$ cat src/rtl/uart_rx.sv
// uart_rx: 8N1 UART receiver, LSB first.
// The serial line is double-flopped into the clk domain, a falling edge
// starts a frame, and every bit is sampled at its centre. A good frame
// updates data with a one-cycle rx_valid strobe; a low stop bit gives a
// one-cycle frame_err strobe and leaves data untouched.
module uart_rx #(
  parameter int BAUD_RATE   = 115_200,
  parameter int CLOCK_SPEED = 50_000_000
) (
  input  logic       clk,
  input  logic       rst,
  input  logic       rx,
  output logic [7:0] data,
  output logic       rx_valid,
  output logic       frame_err,
  output logic       busy
);

  localparam int BAUD_WIDTH = CLOCK_SPEED / BAUD_RATE;
  localparam int HALF_WIDTH = BAUD_WIDTH / 2;
  localparam int CNT_W      = (BAUD_WIDTH > 1) ? $clog2(BAUD_WIDTH) : 1;

  localparam logic [CNT_W-1:0] BAUD_LAST = CNT_W'(BAUD_WIDTH - 1);
  localparam logic [CNT_W-1:0] HALF_LAST = CNT_W'(HALF_WIDTH - 1);
  localparam logic [CNT_W-1:0] CNT_ONE   = CNT_W'(1);

  typedef enum logic [1:0] {
    IDLE  = 2'd0,
    START = 2'd1,
    DATA  = 2'd2,
    STOP  = 2'd3
  } state_t;

  // Synchroniser chain plus the extra stage used for edge detection.
  logic rx_meta_q;
  logic rx_s_q;
  logic rx_prev_q;

  state_t           state_q,     state_d;
  logic [CNT_W-1:0] clk_cnt_q,   clk_cnt_d;
  logic [2:0]       bit_idx_q,   bit_idx_d;
  logic [7:0]       shift_q,     shift_d;
  logic [7:0]       data_q,      data_d;
  logic             rx_valid_q,  rx_valid_d;
  logic             frame_err_q, frame_err_d;

  // Bring rx into the clk domain; flops reset high to match the idle line,
  // so leaving reset never looks like a start edge.
  always_ff @(posedge clk or posedge rst) begin
    if (rst) begin
      rx_meta_q <= 1'b1;
      rx_s_q    <= 1'b1;
      rx_prev_q <= 1'b1;
    end else begin
      rx_meta_q <= rx;
      rx_s_q    <= rx_meta_q;
      rx_prev_q <= rx_s_q;
    end
  end

  // State and datapath registers.
  always_ff @(posedge clk or posedge rst) begin
    if (rst) begin
      state_q     <= IDLE;
      clk_cnt_q   <= '0;
      bit_idx_q   <= 3'd0;
      shift_q     <= 8'h00;
      data_q      <= 8'h00;
      rx_valid_q  <= 1'b0;
      frame_err_q <= 1'b0;
    end else begin
      state_q     <= state_d;
      clk_cnt_q   <= clk_cnt_d;
      bit_idx_q   <= bit_idx_d;
      shift_q     <= shift_d;
      data_q      <= data_d;
      rx_valid_q  <= rx_valid_d;
      frame_err_q <= frame_err_d;
    end
  end

  // Next-state logic: count to each bit centre and sample the line there.
  always_comb begin
    state_d     = state_q;
    clk_cnt_d   = clk_cnt_q;
    bit_idx_d   = bit_idx_q;
    shift_d     = shift_q;
    data_d      = data_q;
    rx_valid_d  = 1'b0;
    frame_err_d = 1'b0;

    case (state_q)
      IDLE: begin
        // Only a real high->low transition starts a frame; a line that is
        // already low (break, or after a framing error) is ignored.
        if (rx_prev_q && !rx_s_q) begin
          state_d   = START;
          clk_cnt_d = '0;
        end
      end

      START: begin
        if (clk_cnt_q == HALF_LAST) begin
          clk_cnt_d = '0;
          if (rx_s_q) begin
            // Line went back high before mid start bit: treat as a glitch.
            state_d = IDLE;
          end else begin
            state_d   = DATA;
            bit_idx_d = 3'd0;
          end
        end else begin
          clk_cnt_d = clk_cnt_q + CNT_ONE;
        end
      end

      DATA: begin
        if (clk_cnt_q == BAUD_LAST) begin
          clk_cnt_d          = '0;
          shift_d[bit_idx_q] = rx_s_q;
          if (bit_idx_q == 3'd7) begin
            state_d = STOP;
          end else begin
            bit_idx_d = bit_idx_q + 3'd1;
          end
        end else begin
          clk_cnt_d = clk_cnt_q + CNT_ONE;
        end
      end

      STOP: begin
        if (clk_cnt_q == BAUD_LAST) begin
          clk_cnt_d = '0;
          // Return to IDLE at the stop-bit centre so a start bit that
          // follows immediately is still seen as a falling edge.
          state_d   = IDLE;
          if (rx_s_q) begin
            data_d     = shift_q;
            rx_valid_d = 1'b1;
          end else begin
            frame_err_d = 1'b1;
          end
        end else begin
          clk_cnt_d = clk_cnt_q + CNT_ONE;
        end
      end

      default: begin
        state_d = IDLE;
      end
    endcase
  end

  assign data      = data_q;
  assign rx_valid  = rx_valid_q;
  assign frame_err = frame_err_q;
  assign busy      = (state_q != IDLE);

endmodule

$ cat config.mk
export PLATFORM = sky130hd
export DESIGN_NAME = uart_rx
export DESIGN_NICKNAME = d
export VERILOG_FILES = /design/src/rtl/uart_rx.sv
export SDC_FILE = /design/constraint.sdc
export NUM_CORES = 1
export LEC_CHECK = 0
export CAP_MARGIN = 20
export CORE_ASPECT_RATIO = 1.5
export CORE_UTILIZATION = 35
export CTS_BUF_LIST = sky130_fd_sc_hd__clkbuf_2 sky130_fd_sc_hd__clkbuf_4 sky130_fd_sc_hd__clkbuf_8
export DETAILED_ROUTE_END_ITERATION = 8
export PLACE_DENSITY_LB_ADDON = 0.15
export SLEW_MARGIN = 20
export SYNTH_ARGS = -nofsm -noshare
export SYNTH_HDL_FRONTEND = slang
export SYNTH_SLANG_ARGS = --single-unit
$ cat constraint.sdc
create_clock -name clk -period 3.2 [get_ports clk]
set_input_delay 0.64 -clock clk [delete_from_list [all_inputs] [get_ports clk]]
set_output_delay 0.64 -clock clk [all_outputs]
set_load 0.05 [all_outputs]
# After elaboration in Yosys (flattened, before gate mapping)
# Index checks and enable logic that the tools add are counted.
[word_totals]
input_bits = 3
register_bits = 35
elab_cells = 63
out_inout_bits = 11
[classes]
muxes = 25
add_sub_neg = 2
eq_ne = 13
n_lt_le_gt_ge = 2
reduce_logical = 11
[ops]
columns = ["op", "n"]
rows = [
  ["two-way mux 9 bit", 3],
  ["one-hot mux 9 bit (3 select lines)", 1],
  ["!= test 2 bit (second input constant)", 7],
  ["two-way mux 2 bit", 6],
  ["two-way mux 3 bit", 4],
  ["AND reduction 5 bit", 2],
  ["adder 9 x 1 -> 9 bit (second input constant)", 1],
  ["== test 9 x 8 -> 1 bit (second input constant)", 1],
  ["== test 9 bit (second input constant)", 1],
  ["bitwise mux 8 bit", 1],
  ["one-hot mux 2 bit (4 select lines)", 1],
  ["two-way mux 1 bit", 7],
  ["one-hot mux 3 bit (2 select lines)", 1],
  ["== test 2 bit (second input constant)", 2],
  ["less-than comparator 3 x 4 -> 1 bit (second input constant)", 1],
  ["nonzero test 2 bit", 2],
  ["adder 3 x 1 -> 3 bit (second input constant)", 1],
  ["demux 1 bit (select 3 bit)", 1],
  ["== test 3 bit (second input constant)", 1],
  [">= comparator 3 x 1 -> 1 bit (second input constant)", 1],
  ["AND reduction 3 bit", 1],
  ["== test 2 x 1 -> 1 bit (second input constant)", 1],
  ["logical AND 1 bit", 2],
  ["logical NOT 2 bit", 1],
  ["3 further kinds", 3],
]

# Longest topological paths before layout
# Gate-level depths: netlist of the first run.
[logic_depth]
word_depth = 5
depth_mapped = 7
ltp_nobuf = 6

# Least setup slack after synthesis of the first run
# No wires, ideal clock.
[synth_timing]
kind = "register to register"
startpoint = "register clk_cnt_q[1]"
endpoint = "register data_q[0], in the netlist data[0]"
setup_slack_ns = 1.455
t_arrival_ns = 1.620
setup_ns = 0.125
stages_incl_launch_ff = 7
path_cell_list = "dfrtp_1 -> inv_1 -> ha_1 -> and4_1 -> nand3_2 -> nor3_4 -> mux2_2"
[synth_via]
elab_chain_cells = 2
[synth_lines]
columns = ["element", "line", "source"]
rows = [
  ["start: declaration", "40", "logic [CNT_W-1:0] clk_cnt_q, clk_cnt_d;"],
  ["start signal: assignment", "73", "clk_cnt_q <= clk_cnt_d;"],
  ["== test 9 bit", "132", "if (clk_cnt_q == BAUD_LAST) begin"],
  ["AND reduction 3 bit (no line)", "--", ""],
  ["end signal: assignment", "76", "data_q <= data_d;"],
  ["end: declaration", "43", "logic [7:0] data_q, data_d;"],
]
# Every way passes these cells.
# A chain may end at the register's enable or synchronous reset.

==> results of run 1 <==
==> cell type report <==
class,count,area (um2)
clock buffer,7,83.8
clock inverter,1,5.00
fill,475,2600
inverter,7,26.3
multi-input combinational,101,766
sequential,35,880
tap,64,80.1
timing repair buffer,14,138
==> cell families after synthesis <==
family / synth area share (%)
and+or+nand+nor: 19.7
adders and majority gates: 3.71
muxes: 12.5
AOI/OAI and AO/OA: 8.46
xor gates and xnor gates: 1.04
buffers and inverters: 2.38
DFF: 52.2
==> worst max path at each step <==
stage | slack (ns) | end
floorplan | 1.46 | data[0]
global placement | 1.10 | busy
detailed placement | 1.09 | busy
CTS | 0.78 | busy
global route | 0.75 | busy
finish | 0.79 | busy
==> per-layer routing <==
metal	vias up	wire length (um)	GRT usage (%)	share of wire (%)
li1	566	-	-	-
met1	574	1330	16.9	42
met2	11	1730	26.2	54
met3	6	68	3.57	2.1
met4	0	56	6.06	1.8
met5	-	0	0	0
==> synth_stat cells (all sizes together), types with 2 or more instances <==
cell type | n | area share, %
or2 | 2 | 0.74
dfrtp | 32 | 48
o22ai | 5 | 1.9
nor3 | 4 | 1.9
inv | 7 | 1.6
buf | 2 | 0.59
ha | 5 | 3.7
mux2 | 16 | 11
nand4 | 2 | 0.74
o21ai | 5 | 1.5
nand3 | 6 | 2.1
dfstp | 3 | 4.7
nor4 | 2 | 0.74
xor2 | 2 | 1.0
o21a | 2 | 0.89
nand2 | 20 | 4.5
mux2i | 3 | 1.8
o31a | 2 | 1.0
nor2b | 4 | 1.5
nor2 | 3 | 0.67
nand4b | 4 | 2.1
==> registers in the layout, summed over array words and instances, names as in the netlist, 3 cells and up, named ones only <==
name       count
shift_q        8
clk_cnt_q      9
bit_idx_q      3
data           8
==> report_power, final <==
part	switching, W	internal [W]	leakage (nW)
Combinational	0.000164	0.000101	0.382
Sequential	0.0000703	0.000483	0.472
Clock	0.000149	0.000169	0.0491
Total	0.000383	0.000753	0.903
==> through the flow <==
step                instance area (um2)  cells
floorplan                          1690    146
global placement                   1890    221
detailed placement                 1890    221
CTS                                1980    229
global route                       1980    229
finish                             1980    229
==> worst max-delay path: stages, from the launching register on <==
cell	delay [ns]
dfrtp_1	0.47
or2_2	0.31
clkdlybuf4s50_1	0.70
==> impl_metrics.py, run 1 <==
metrics = {
    "floorplanning": {
        "rows": 30,
        "dieArea_um2": 5100,
        "io_pins": 14,
        "die_y_um": 87.0,
        "die_w_um": 58.7,
        "start_util_pct": 36.8,
        "coreArea_um2": 4580,
    },
    "clocking": {
        "post-cts-setup-buffer-count": 0,
        "ctsResizeCount": 0,
        "cts_sinks": 35,
        "insertion_delay_ns": 0.28,
        "clk_pin_slew_ns": 0.07,
        "cts_tree": "built",
        "cts_buffer_depth": 2,
        "root_buffer": "clkbuf_8",
        "postCtsHoldBufs": 0,
        "cts-buffers-inserted": 5,
        "htreeDepth": 2,
    },
    "placement": {
        "pre_cts_slack_ns": 1.09,
        "globalplace.congestion": 0.772,
        "port_buffers": 13,
        "place_hpwl_mm": 2.38,
    },
    "detailed_routing": {
        "wl_mm": 3.18,
        "wl_per_cell_um": 13.9,
        "vias_per_cell": 5.05,
        "dr.pass1.iters": 4,
        "dr_total_vias": 1157,
        "ant_nets": 0,
        "drc_errors": 0,
        "drt_iter0_markers": 10,
    },
    "worst_hold_path": {
        "min_path_type": "reg2reg",
        "holdPathStages": 0,
        "min_from": "rx_meta_q",
        "whs_endpoint": "rx_s_q",
    },
    "global_route": {
        "grt_pass1_wl_mm": 5.71,
        "first_global_vias": 1220,
        "track_usage_pct": 14.9,
        "grt-ovfl-total": 0,
        "antenna_found_initial": 0,
        "grt_max_degree": 22,
    },
    "pwr": {
        "irDropWorstVdd_mv": 0.308,
        "total_power_w": 0.00114,
        "p_leak_nw": 0.903,
        "power_density_nw_per_um2": 574,
    },
    "final_layout": {
        "antenna_cells": 0,
        "final_net_count": 172,
        "area_growth_pct": 17.4,
        "final_cell_mix": "32 x dfrtp_1, 20 x nand2_1, 16 x mux2_2, 13 x clkdlybuf4s50_1, 7 x inv_1",
        "final_layout_size_suffix_gt1_share_pct": 21.8,
        "final_util_pct": 43.2,
        "mostFrequentLayoutCell": "dfrtp_1",
    },
    "timing": {
        "period_share_pct": 75.3,
        "setup_viol": 0,
        "finalWorstSetupSlack_ns": 0.789,
        "hold_viol": 0,
        "max_freq_mhz": 415,
        "tightestPinTransition_ns": 0.777,
        "hold_ws_ns": 0.357,
        "skew_ns": 0.00437,
        "drv_slew": 0,
        "tns_ns": 0,
        "slew-limit-headroom_pct": 48.2,
        "grt_setup_unrepaired": "no",
        "period_needed_ns": 2.41,
    },
    "logic_synthesis": {
        "syn_area_um2": 1690,
        "yosysSeqAreaShare_pct": 52.2,
        "ys.flop_type": "dfrtp_1",
        "synth_fp_nets": 154,
        "ys_types": 38,
        "async_flop_share_pct": 100,
        "synth_edf_count": 0,
        "synth.avg_cell_area_um2": 11.5,
        "yosys_warnings": 0,
        "synth-seq-cells": 35,
        "synthCells": 146,
    },
    "worst_setup_path": {
        "rrSetupSlack_ns": 1.20,
        "critical_path.reg2reg.endpoint": "data[4]",
        "endpoint_kind": "output port",
        "cp.required_ns": 2.56,
        "crit_type": "reg2out",
        "rr_startpoint": "clk_cnt_q[1]",
        "cp_max_fo": 9,
        "worst_r2r_path_depth": 6,
        "cp.arrival_ns": 1.77,
        "cp-start-kind": "flip-flop",
    },
    "outcome": {
        "status": "finished clean",
    },
    "job": {
        "drv_cap": 0,
    },
}
Note: power is estimated with default switching activity, not from simulation.
==> run 2: changes to the inputs <==
- clock period: 3.2 -> 2 ns (I/O delays scaled with it)
==> run 2 against run 1 <==
Net effect:
- global-route usage is 0.48 points higher
- via count rose by 2.9%
- clock power is 58% higher
- highest routed layer unchanged
==> impl_metrics.py, run 2 (synthesis results as in run 1) <==
metrics = {
    "clocking": {
        "cts_tree": "built",
        "ctsResizeCount": 0,
        "clk_pin_slew_ns": 0.07,
        "postCtsHoldBufs": 0,
        "cts_sinks": 35,
        "cts-buffers-inserted": 5,
        "cts_buffer_depth": 2,
        "htreeDepth": 2,
        "post-cts-setup-buffer-count": 0,
        "insertion_delay_ns": 0.28,
        "root_buffer": "clkbuf_8",
    },
    "worst_setup_path": {
        "cp.required_ns": 1.60,
        "cp_num_buf_inv": 1,
        "cpMaxStageDelayCell": "clkdlybuf4s50_1",
        "max_stage_delay_ns": 0.81,
        "cp_max_fo": 2,
        "crit_type": "reg2out",
        "endpoint_kind": "output port",
        "cp-start-kind": "flip-flop",
        "cp.arrival_ns": 1.45,
        "path_cells": "clkdlybuf4s50_1",
        "critPathTopFamily": "buffers and inverters",
    },
    "timing": {
        "max_freq_mhz": 541,
        "grt_setup_unrepaired": "no",
        "slew-limit-headroom_pct": 66.8,
        "tightestPinTransition_ns": 0.497,
        "setup_viol": 0,
        "drv_slew": 0,
        "period_needed_ns": 1.85,
        "skew_ns": 0.00235,
        "hold_viol": 0,
        "tns_ns": 0,
        "period_share_pct": 92.4,
    },
    "pwr": {
        "p_leak_nw": 0.936,
        "irDropWorstVdd_mv": 0.519,
        "power_density_nw_per_um2": 915,
    },
    "final_layout": {
        "final_area_um2": 2030,
        "final_cell_mix": "32 x dfrtp_1, 20 x nand2_1, 16 x mux2_2, 12 x clkdlybuf4s50_1",
        "mostFrequentLayoutCell": "dfrtp_1",
        "antenna_cells": 0,
        "final_layout_size_suffix_gt1_share_pct": 24.7,
        "area_growth_pct": 20.6,
        "final_net_count": 178,
        "largest_reg_flops": 9,
        "regMostFlops": "clk_cnt_q",
    },
    "global_route": {
        "grt-ovfl-total": 0,
        "grt_max_degree": 36,
        "first_global_vias": 1249,
        "grt_pass1_wl_mm": 5.84,
        "track_usage_pct": 15.3,
        "antenna_found_initial": 0,
    },
    "floorplanning": {
        "coreArea_um2": 4580,
        "io_pins": 14,
        "dieArea_um2": 5100,
        "rows": 30,
        "start_util_pct": 36.8,
        "die_y_um": 87.0,
        "die_w_um": 58.7,
    },
    "placement": {
        "port_buffers": 13,
        "place_hpwl_mm": 2.39,
        "globalplace.congestion": 0.756,
        "placed_cell_area_um2": 1940,
    },
    "worst_hold_path": {
        "min_path_type": "reg2reg",
    },
    "detailed_routing": {
        "ant_nets": 0,
        "wl_mm": 3.27,
        "dr.pass1.iters": 4,
        "drt_iter0_markers": 24,
        "vias_per_cell": 5.09,
        "drc_errors": 0,
        "dr_total_vias": 1191,
        "wl_per_cell_um": 14.0,
    },
    "outcome": {
        "status": "finished clean",
    },
    "job": {
        "drv_cap": 0,
    },
}
## run 2: cell count changes in the layout (fill, tap and decap cells not counted), sizes merged
cell / delta
clkbuf: -1
clkdlybuf4s50: -1
buf: +7
## run 2: routing by layer
layer,vias to the layer above,global-route usage [%],part of all wire [%]
li1,572,-,-
met4,0,6.93,1.9
met3,6,3.57,2.7
met2,19,27.9,55
met5,-,0,0
met1,594,16.4,40
## run 2: cell type report
class                   instances  area (um2)
flip-flops and latches         35         880
repair buffers                 20         193
well taps                      64        80.1
multi-input cells             101         766
clock inverters                 1        5.00
inverters                       7        26.3
clock buffers                   6        82.6
fillers                       460        2550
## run 2: where the power goes
part | switching (W) | internal (W) | total (W) | leakage (nW)
combinational | 0.000291 | 0.000194 | 0.000485 | 0.417
clock | 0.000234 | 0.000270 | 0.000504 | 0.0470
sequential | 0.0000979 | 0.000773 | 0.000870 | 0.472
total | 0.000623 | 0.00124 | 0.00186 | 0.936
## run 2: per-stage QoR
stage | setup WS [ns] | instances | total power, W | utilization [%] | hold WS [ns]
floorplan | 0.255 | 146 | 0.00119 | - | 0.345
global placement | 0.213 | 227 | 0.00136 | 42.5 | 0.346
detailed placement | 0.163 | 227 | 0.00137 | 42.5 | 0.350
CTS | 0.133 | 234 | 0.00188 | 44.4 | 0.359
global route | 0.0237 | 234 | 0.00197 | 44.4 | 0.364
finish | 0.152 | 234 | 0.00186 | 44.4 | 0.358
## run 2: final timing paths
| check | startpoint | end | slack (ns) | depth (start not counted) |
|---|---|---|---|---|
| worst max-delay path | data[2] | data[2] | 0.15 | 1 |
| min in group asynchronous | rst | data[1] | 0.54 | 3 |
| worst max register to register | clk_cnt_q[2] | data[0] | 0.16 | 5 |
| max in group asynchronous | rst | rx_prev_q | 1.13 | 3 |
| worst min-delay path | rx_meta_q | rx_s_q | 0.36 | 0 |
| worst min register to register | rx_meta_q | rx_s_q | 0.36 | 0 |
==> run 3: changes to the inputs <==
- CORE_MARGIN: unset -> 2
==> run 3 against run 2 <==
Net effect:
- utilization is 0.11 points higher
- die area up 5.8%
- clock-buffer cell count unchanged
- register-to-register slack hardly changed
- flip-flop and latch count did not move
- hold slack got worse by 0.0013 ns
- non-clock buffer count decreased by 1
- sequential power up 0.6%
- via count down 0.67%
- clock power grew 0.8%
- power about the same
- first-iteration DRC count down 4.2%
- largest cell class unchanged
- highest routed layer unchanged
==> impl_metrics.py, run 3 (synthesis results as in run 1) <==
metrics = {
    "detailed_routing": {
        "dr.pass1.iters": 4,
        "dr_total_vias": 1183,
        "drt_iter0_markers": 23,
        "wl_per_cell_um": 13.6,
        "vias_per_cell": 5.08,
        "ant_nets": 0,
        "wl_mm": 3.17,
        "drc_errors": 0,
    },
    "placement": {
        "globalplace.congestion": 0.811,
        "placed_cell_area_um2": 1950,
        "port_buffers": 13,
        "place_hpwl_mm": 2.36,
    },
    "floorplanning": {
        "die_w_um": 60.7,
        "io_pins": 14,
        "start_util_pct": 36.8,
        "coreArea_um2": 4580,
        "die_y_um": 89.0,
        "rows": 30,
        "dieArea_um2": 5400,
    },
    "outcome": {
        "status": "finished clean",
    },
    "final_layout": {
        "regArea_um2": 880,
        "regMostFlops": "clk_cnt_q",
        "final_net_count": 177,
        "final_layout_size_suffix_gt1_share_pct": 24.3,
        "mostFrequentLayoutCell": "dfrtp_1",
        "final_area_um2": 2040,
        "fillers": 462,
        "antenna_cells": 0,
        "largest_reg_flops": 9,
        "multi_input_area_um2": 766,
        "area_growth_pct": 20.9,
        "final_cell_mix": "32 x dfrtp_1, 20 x nand2_1, 16 x mux2_2, 12 x clkdlybuf4s50_1, 7 x inv_1",
    },
    "timing": {
        "slew-limit-headroom_pct": 66.8,
        "tightestPinTransition_ns": 0.497,
        "period_share_pct": 92.3,
        "max_freq_mhz": 542,
        "setup_viol": 0,
        "period_needed_ns": 1.85,
        "tns_ns": 0,
        "hold_viol": 0,
        "drv_slew": 0,
        "grt_setup_unrepaired": "no",
        "skew_ns": 0.00300,
    },
    "global_route": {
        "grt_max_degree": 27,
        "antenna_found_initial": 0,
        "grt_pass1_wl_mm": 5.52,
        "first_global_vias": 1186,
        "grt-ovfl-total": 0,
        "track_usage_pct": 13.8,
    },
    "pwr": {
        "power_frac_comb_pct": 25.7,
        "pwr-share-seq_pct": 47.0,
        "clock_power_share_pct": 27.3,
        "total_power_w": 0.00186,
        "irDropWorstVdd_mv": 0.660,
        "internal_power_w": 0.00124,
        "power_density_nw_per_um2": 913,
        "power.switching_w": 0.000623,
        "p_leak_nw": 0.936,
        "switching_share_pct": 33.5,
    },
    "worst_setup_path": {
        "rr_startpoint": "clk_cnt_q[2]",
        "cpMaxStageDelayCell": "clkdlybuf4s50_1",
        "cp-start-kind": "flip-flop",
        "worstSetupPathDepth": 1,
        "cp_max_fo": 2,
        "critPathTopFamily": "buffers and inverters",
        "worst_r2r_path_depth": 5,
        "cp.required_ns": 1.60,
        "critical_path.reg2reg.endpoint": "data[7]",
        "cp_num_buf_inv": 1,
        "cp.arrival_ns": 1.45,
        "critPathLaunch": "data[2]",
        "rrSetupSlack_ns": 0.16,
        "endpoint_kind": "output port",
        "path_cells": "clkdlybuf4s50_1",
        "crit_path_end": "data[2]",
        "max_stage_delay_ns": 0.81,
        "crit_type": "reg2out",
    },
    "worst_hold_path": {
        "min_from": "rx_meta_q",
        "min_path_type": "reg2reg",
    },
    "clocking": {
        "cts_tree": "built",
        "clk_pin_slew_ns": 0.07,
        "postCtsHoldBufs": 0,
        "cts_buffer_depth": 2,
        "root_buffer": "clkbuf_8",
        "post-cts-setup-buffer-count": 0,
        "ctsResizeCount": 0,
        "insertion_delay_ns": 0.28,
        "cts-buffers-inserted": 5,
        "cts_sinks": 35,
        "htreeDepth": 2,
    },
    "job": {
        "drv_cap": 0,
    },
}
==> run 3: power by group through the flow <==
| stage | logic [W] | registers, W | clock network (W) |
|---|---|---|---|
| CTS | 0.000484 | 0.000876 | 0.000523 |
| detailed placement | 0.000479 | 0.000889 | 0 |
| floorplan | 0.000325 | 0.000868 | 0 |
| finish | 0.000477 | 0.000875 | 0.000508 |
| global placement | 0.000476 | 0.000884 | 0 |
| global route | 0.000537 | 0.000886 | 0.000556 |
==> run 3: worst min-delay path by stage <==
stage / endpoint / slack, ns / depth (start not counted)
2_1_floorplan: rx_s_q / 0.35 / 0
3_3_place_gp: rx_s_q / 0.35 / 0
3_5_place_dp: rx_s_q / 0.35 / 0
4_1_cts: rx_s_q / 0.36 / 0
5_1_grt: rx_s_q / 0.36 / 0
6_report: rx_s_q / 0.36 / 0
==> run 3: layout make-up <==
cell class                      instances  area share, %
Clock buffer                            6           4.05
Timing Repair Buffer                   19           9.71
Sequential cell                        35           43.2
Inverter                                7           1.29
Clock inverter                          1          0.246
Multi-Input combinational cell        101           37.6
Tap cell                               64           3.93
==> run 3: per-stage QoR <==
stage          setup slack, ns  util, %  std cells  hold WS (ns)
2_1_floorplan            0.255        -        146         0.345
3_3_place_gp             0.212     42.6        226         0.347
3_5_place_dp             0.153     42.6        226         0.348
4_1_cts                  0.136     44.5        233         0.358
5_1_grt                 0.0307     44.5        233         0.365
6_report                 0.154     44.5        233         0.356
==> run 3: per-layer routing <==
metal / vias up / track usage (%) / share of wire, %
li1: 571 / - / -
met1: 594 / 15.3 / 40
met2: 13 / 24.4 / 56
met3: 5 / 4.05 / 2.6
met4: 0 / 5.14 / 1.5
met5: - / 0 / 0
